### src/rtl/cpu_pkg.sv
// Shared CPU datapath definitions used by the multiply/divide unit.
package cpu_pkg;

    // Operation select for the multi-cycle unit
    localparam logic OP_MUL = 1'b0;
    localparam logic OP_DIV = 1'b1;

    // Number of shift/add iterations for a 32-bit operation
    localparam int MD_ITER = 32;

    // Sequencer states of the multiply/divide unit
    typedef enum logic [1:0] {
        IDLE = 2'd0,
        RUN  = 2'd1,
        FIX  = 2'd2,
        DONE = 2'd3
    } md_state_t;

endpackage

### src/rtl/mul_div_unit.sv
// Multi-cycle signed multiply (radix-2 Booth) and divide (restoring) unit
// feeding the ZHI/ZLO result pair. Both operations share one 2W+1 bit
// shift register and one W+1 bit adder/subtractor.
module mul_div_unit #(
    parameter int DATA_WIDTH = 32
) (
    input  logic                  clock,
    input  logic                  clear,
    input  logic                  start,
    input  logic                  op,
    input  logic [DATA_WIDTH-1:0] a,
    input  logic [DATA_WIDTH-1:0] b,
    output logic [DATA_WIDTH-1:0] z_hi,
    output logic [DATA_WIDTH-1:0] z_lo,
    output logic                  busy,
    output logic                  done,
    output logic                  div_by_zero
);
    import cpu_pkg::*;

    localparam int W     = DATA_WIDTH;
    localparam int CNT_W = $clog2(DATA_WIDTH);
    localparam logic [CNT_W-1:0] CNT_INIT = CNT_W'(DATA_WIDTH - 1);

    // Two's complement negate when requested
    function automatic logic [W-1:0] cond_negate(input logic [W-1:0] v, input logic neg);
        return neg ? (~v + 1'b1) : v;
    endfunction

    // Unsigned magnitude of a signed operand; the most negative value maps to 2^(W-1)
    function automatic logic [W-1:0] magnitude(input logic [W-1:0] v);
        return cond_negate(v, v[W-1]);
    endfunction

    md_state_t        state;
    logic [CNT_W-1:0] count;
    logic             op_r;
    logic [W-1:0]     a_r;
    logic [W-1:0]     b_r;

    // MUL layout: {P_hi, P_lo, q_-1}; DIV layout: {R (W+1 bits), Q (W bits)}
    logic [2*W:0]     acc;
    logic [2*W:0]     acc_next;

    logic [W:0]       add_x;
    logic [W:0]       add_y;
    logic [W:0]       add_sum;
    logic             add_sub;
    logic [W-1:0]     mag_b;

    assign mag_b = magnitude(b_r);

    // One iteration of Booth recoding or restoring division through the shared adder
    always_comb begin
        add_x    = '0;
        add_y    = '0;
        add_sub  = 1'b0;
        acc_next = acc;
        if (op_r == OP_MUL) begin
            add_x = {acc[2*W], acc[2*W:W+1]};
            case (acc[1:0])
                2'b01:   add_y = {a_r[W-1], a_r};
                2'b10: begin
                    add_y   = {a_r[W-1], a_r};
                    add_sub = 1'b1;
                end
                default: add_y = '0;
            endcase
        end else begin
            add_x   = {acc[2*W-1:W], acc[W-1]};
            add_y   = {1'b0, mag_b};
            add_sub = 1'b1;
        end
        add_sum = add_x + (add_y ^ {(W+1){add_sub}}) + {{W{1'b0}}, add_sub};
        if (op_r == OP_MUL) begin
            acc_next = {add_sum, acc[W:1]};
        end else if (!add_sum[W]) begin
            acc_next = {add_sum, acc[W-2:0], 1'b1};
        end else begin
            acc_next = {add_x, acc[W-2:0], 1'b0};
        end
    end

    // Sequencer with registered status and result outputs
    always_ff @(posedge clock) begin
        if (clear) begin
            state       <= IDLE;
            count       <= '0;
            op_r        <= OP_MUL;
            a_r         <= '0;
            b_r         <= '0;
            acc         <= '0;
            z_hi        <= '0;
            z_lo        <= '0;
            busy        <= 1'b0;
            done        <= 1'b0;
            div_by_zero <= 1'b0;
        end else begin
            done <= 1'b0;
            case (state)
                IDLE, DONE: begin
                    if (start) begin
                        state       <= RUN;
                        count       <= CNT_INIT;
                        op_r        <= op;
                        a_r         <= a;
                        b_r         <= b;
                        acc         <= (op == OP_MUL) ? {{W{1'b0}}, b, 1'b0}
                                                      : {{(W+1){1'b0}}, magnitude(a)};
                        busy        <= 1'b1;
                        div_by_zero <= 1'b0;
                    end else begin
                        state <= IDLE;
                    end
                end
                RUN: begin
                    acc <= acc_next;
                    if (count == '0) begin
                        state <= FIX;
                    end else begin
                        count <= count - 1'b1;
                    end
                end
                FIX: begin
                    state <= DONE;
                    busy  <= 1'b0;
                    done  <= 1'b1;
                    if (op_r == OP_MUL) begin
                        z_hi <= acc[2*W:W+1];
                        z_lo <= acc[W:1];
                    end else if (b_r == '0) begin
                        z_hi        <= a_r;
                        z_lo        <= '1;
                        div_by_zero <= 1'b1;
                    end else begin
                        z_hi <= cond_negate(acc[2*W-1:W], a_r[W-1]);
                        z_lo <= cond_negate(acc[W-1:0], a_r[W-1] ^ b_r[W-1]);
                    end
                end
                default: state <= IDLE;
            endcase
        end
    end

endmodule

### config.mk
export PLATFORM = sky130hd
export DESIGN_NAME = mul_div_unit
export DESIGN_NICKNAME = d
export VERILOG_FILES = /design/src/rtl/cpu_pkg.sv /design/src/rtl/mul_div_unit.sv
export SDC_FILE = /design/constraint.sdc
export NUM_CORES = 1
export LEC_CHECK = 0
export CAP_MARGIN = 15
export CORE_MARGIN = 10
export CORE_UTILIZATION = 40
export DETAILED_ROUTE_END_ITERATION = 6
export GPL_TIMING_DRIVEN = 0
export REMOVE_ABC_BUFFERS = 1
export SKIP_CTS_REPAIR_TIMING = 1
export SYNTH_ARGS = -nofsm -noshare
export SYNTH_HDL_FRONTEND = slang
export SYNTH_SLANG_ARGS = --single-unit
### constraint.sdc
create_clock -name clock -period 8.7 [get_ports clock]
set_input_delay 0.87 -clock clock [delete_from_list [all_inputs] [get_ports clock]]
set_output_delay 0.87 -clock clock [all_outputs]
set_load 0.05 [all_outputs]
==> summary.md <==
* **status** completed
* **Crit Path Max Fanout** 17
* **post-synthesis sequential area ratio** 28.2%
* **routed wire length** 45,200 µm
* **Syn Area/Cell** 7.24 µm²
* **clock transition at the register clock pins on the worst setup and hold paths after CTS** 60 ps
* **overall fraction of global-route tracks in use** 19.8%
* **smallest hold slack** 440 ps
* **min Tclk post-route** 5980 ps
* **clock network power share** 23.0%
* **period utilization** 68.8%
* **leftover overflow at the end of global routing** 0
* **later-pin clock latency in the skew report** 530 ps
* **clock tree skew after final layout** 15.5 ps
* **clock tree from TritonCTS** done
* **number of global-route vias before repair** 13,000
* **critical path class** flip-flop to flip-flop
* **total power density per cell area** 305 nW/µm²
* **share of power burned in registers** 27.6%
* **die footprint** 44,200 µm²
* **Syn. warnings** 0
* **fraction of layout instances using a drive strength above 1** 5.23%
* **first-pass GRT wire length** 72,500 µm
* **max_slew headroom** 30.6%
* **worst ir drop on vdd** 0.156 mV
* **number of remaining DRC errors** 0
* **Chip Width** 210 µm
* **number of vias per cell after detailed routing** 5.54
* **max_cap viols** 0
* **area occupied by registers** 4090 µm²
* **first-pass iteration count of the detailed router** 5
* **crit start category** flip-flop
* **maximum clock frequency** 167 MHz
* **leakage** 6.61 nW
* **post-detailed-placement half-perimeter wirelength** 32,900 µm
* **post-route insts no fill** 2,493
* **CTS Root Buffer Type** clkbuf_16
* **most frequent standard cell in the layout excluding fill and tap cells** nand2_1
* **PortBufs** 134
* **final slew viol count** 0
* **number of synthesized register bits** 204
* **core box area** 35,700 µm²
* **summed instance area of the synthesized netlist** 14,500 µm²
* **number of placed instances, taps included** 2,441
* **total negative slack** 0 ps
* **Gate Count Post-Synth** 2,001
* **critical path capture point type** flip-flop
* **area of all placed cells without fillers** 17,100 µm²
* **arrival time reported for the critical path endpoint** 6360 ps
* **num rows** 69
* **count of flip-flops with a built-in enable after synthesis** 0
* **Switch Pwr** 2.33 mW
* **core occupancy in the finished layout** 48.1%
* **maximum level of the CTS H-tree** 1
* **dpl cell area** 16,100 µm²
* **clock sink total** 204
* **maximum buffer depth of the clock tree** 3
* **relative area change from synthesis to final layout** 18.3%
* **setup violation total in the final timing report** 0
* **commonest cells after routing, fill and taps aside** 435 x nand2_1, 202 x dfxtp_1, 184 x a21oi_1
* **count of final hold-check violations** 0
* **number of routed nets with antenna violations** 0
* **number of antenna violations at the first check in global routing** 6
* **asr flop ratio synth** 0%
* **Primary FF master, synth** dfxtp_1
* **DRT iter0 DRCs** 1,053
* **routability cong.** 0.880
* **switching power as a share of total power** 44.6%
* **num ports** 135
* **unrepaired setup endpoints after global routing** no
* **via total after detailed routing** 13,800
* **initial cell density of the core** 40.6%
* **TritonCTS buffer count** 24
* **height of the die** 210 µm
* **final layout net count** 2,119
* **kind of path behind the tightest hold check** flip-flop to flip-flop
* **data required time at the worst endpoint** 9080 ps
* **internal power consumption** 2.90 mW
* **combined area of the multi-input logic cells** 9680 µm²
* **number of distinct library cells after synthesis** 78
* **FILL cells** 3,561
* **Avg WL per Cell** 18.1 µm
* **maximum number of pins on one net before global-route repair** 85
* **slew at the pin with the worst max-slew slack** 1040 ps
* **combinational fraction of design power** 49.4%
-- power groups by stage --
stage          clock network [mW]  logic [mW]  registers, mW
5_1_grt                      1.26        2.85           1.48
6_report                     1.20        2.58           1.44
4_1_cts                      1.22        2.56           1.44
2_1_floorplan                   0        1.56           1.60
3_3_place_gp                    0        2.43           1.49
3_5_place_dp                    0        2.54           1.46
-- worst max-delay path, stage by stage (launching register included) --
cell and delay [ps]:
dfxtp_1 360, or4_1 630, nor4_4 290, nand2b_1 190, nor2b_1 220, nand2_1 160, o41ai_1 320, xor2_1 180
nand2_1 60, o21ai_0 170, ha_1 370, a2111oi_2 420, o21ai_0 170, a31o_2 260, a21oi_1 270, o21ai_0 200
nor4_4 740, buf_6 290, buf_6 210, o21ai_0 130, o21ai_0 80, o21ai_0 80
-- flip-flops by register name, summed over array words and instances, names as in the netlist --
name / flops
div_by_zero: 1
count: 5
state: 2
b_r: 32
a_r: 32
done: 1
busy: 1
op_r: 1
z_lo: 32
z_hi: 32
acc: 65
-- metal layers --
metal	vias up	global-route usage, %	share of wire, %
met3	46	2.82	4.7
li1	7037	-	-
met5	-	0	0.031
met4	2	4.52	1.9
met2	285	32.1	45
met1	6437	27.2	48
-- final cells by class --
cell class	count	area share (%)
sequential	204	23.9
antenna	4	0.0584
tap	461	3.37
clock inverter	12	1.40
clock buffer	32	4.10
multi-input combinational	1601	56.5
inverter	24	0.526
timing repair buffer	155	10.2
-- per-stage QoR --
| stage | power (mW) | worst slack (ps) |
|---|---|---|
| after global routing | 5.59 | 2180 |
| after floorplan | 3.17 | -1660 |
| after global placement | 3.92 | -7580 |
| after detailed placement | 4.00 | 2610 |
| after CTS | 5.21 | 2590 |
| final | 5.23 | 2720 |
-- cell usage after synthesis (3+ instances only) --
cell type / n / area, µm²
nand2_1: 436 / 1640
dfxtp_1: 204 / 4080
a21oi_1: 185 / 926
nor2_1: 154 / 578
clkbuf_1: 132 / 495
xor2_1: 128 / 1120
o21ai_0: 118 / 591
xnor2_1: 56 / 490
o211ai_1: 49 / 368
mux2i_1: 46 / 460
ha_1: 40 / 500
nand2b_1: 33 / 206
a311oi_1: 31 / 272
a211oi_1: 30 / 225
nor3_1: 30 / 150
o221ai_1: 29 / 254
o31ai_1: 27 / 203
inv_1: 23 / 86.3
nand3_1: 23 / 115
a21o_1: 22 / 165
buf_1: 21 / 78.8
o41ai_1: 16 / 140
or4_1: 16 / 120
buf_2: 12 / 60.1
nor2b_1: 9 / 56.3
nor4_1: 8 / 50.1
a31oi_1: 7 / 43.8
and2_1: 6 / 37.5
nand3b_1: 6 / 45.0
o21ai_1: 6 / 30.0
or2_2: 6 / 37.5
or3_1: 6 / 37.5
a22oi_1: 5 / 37.5
and3_1: 5 / 31.3
buf_6: 5 / 56.3
mux2_2: 5 / 56.3
o21a_1: 5 / 37.5
nand4_1: 4 / 25.0
a22o_1: 3 / 26.3
o21bai_1: 3 / 22.5
-- logic make-up after synthesis --
family | synth area share [%]
adder cells (fa/ha/maj) | 3.59
buffers and inverters | 5.49
XOR/XNOR | 11.1
AO/OA/AOI/OAI | 24.9
flip-flops | 28.2
AND/OR/NAND/NOR | 23.1
multiplexers | 3.57
-- path summary, 6_finish.rpt --
check / start / end / slack, ps / depth (start not counted)
worst min-delay path: z_lo[28] / z_lo[28] / 440 / 2
worst min register to register: z_lo[28] / z_lo[28] / 440 / 2
worst max register to register: b_r[6] / acc[39] / 2720 / 21
worst max-delay path: b_r[6] / acc[39] / 2720 / 21
Power figures use the tool's default switching activity.
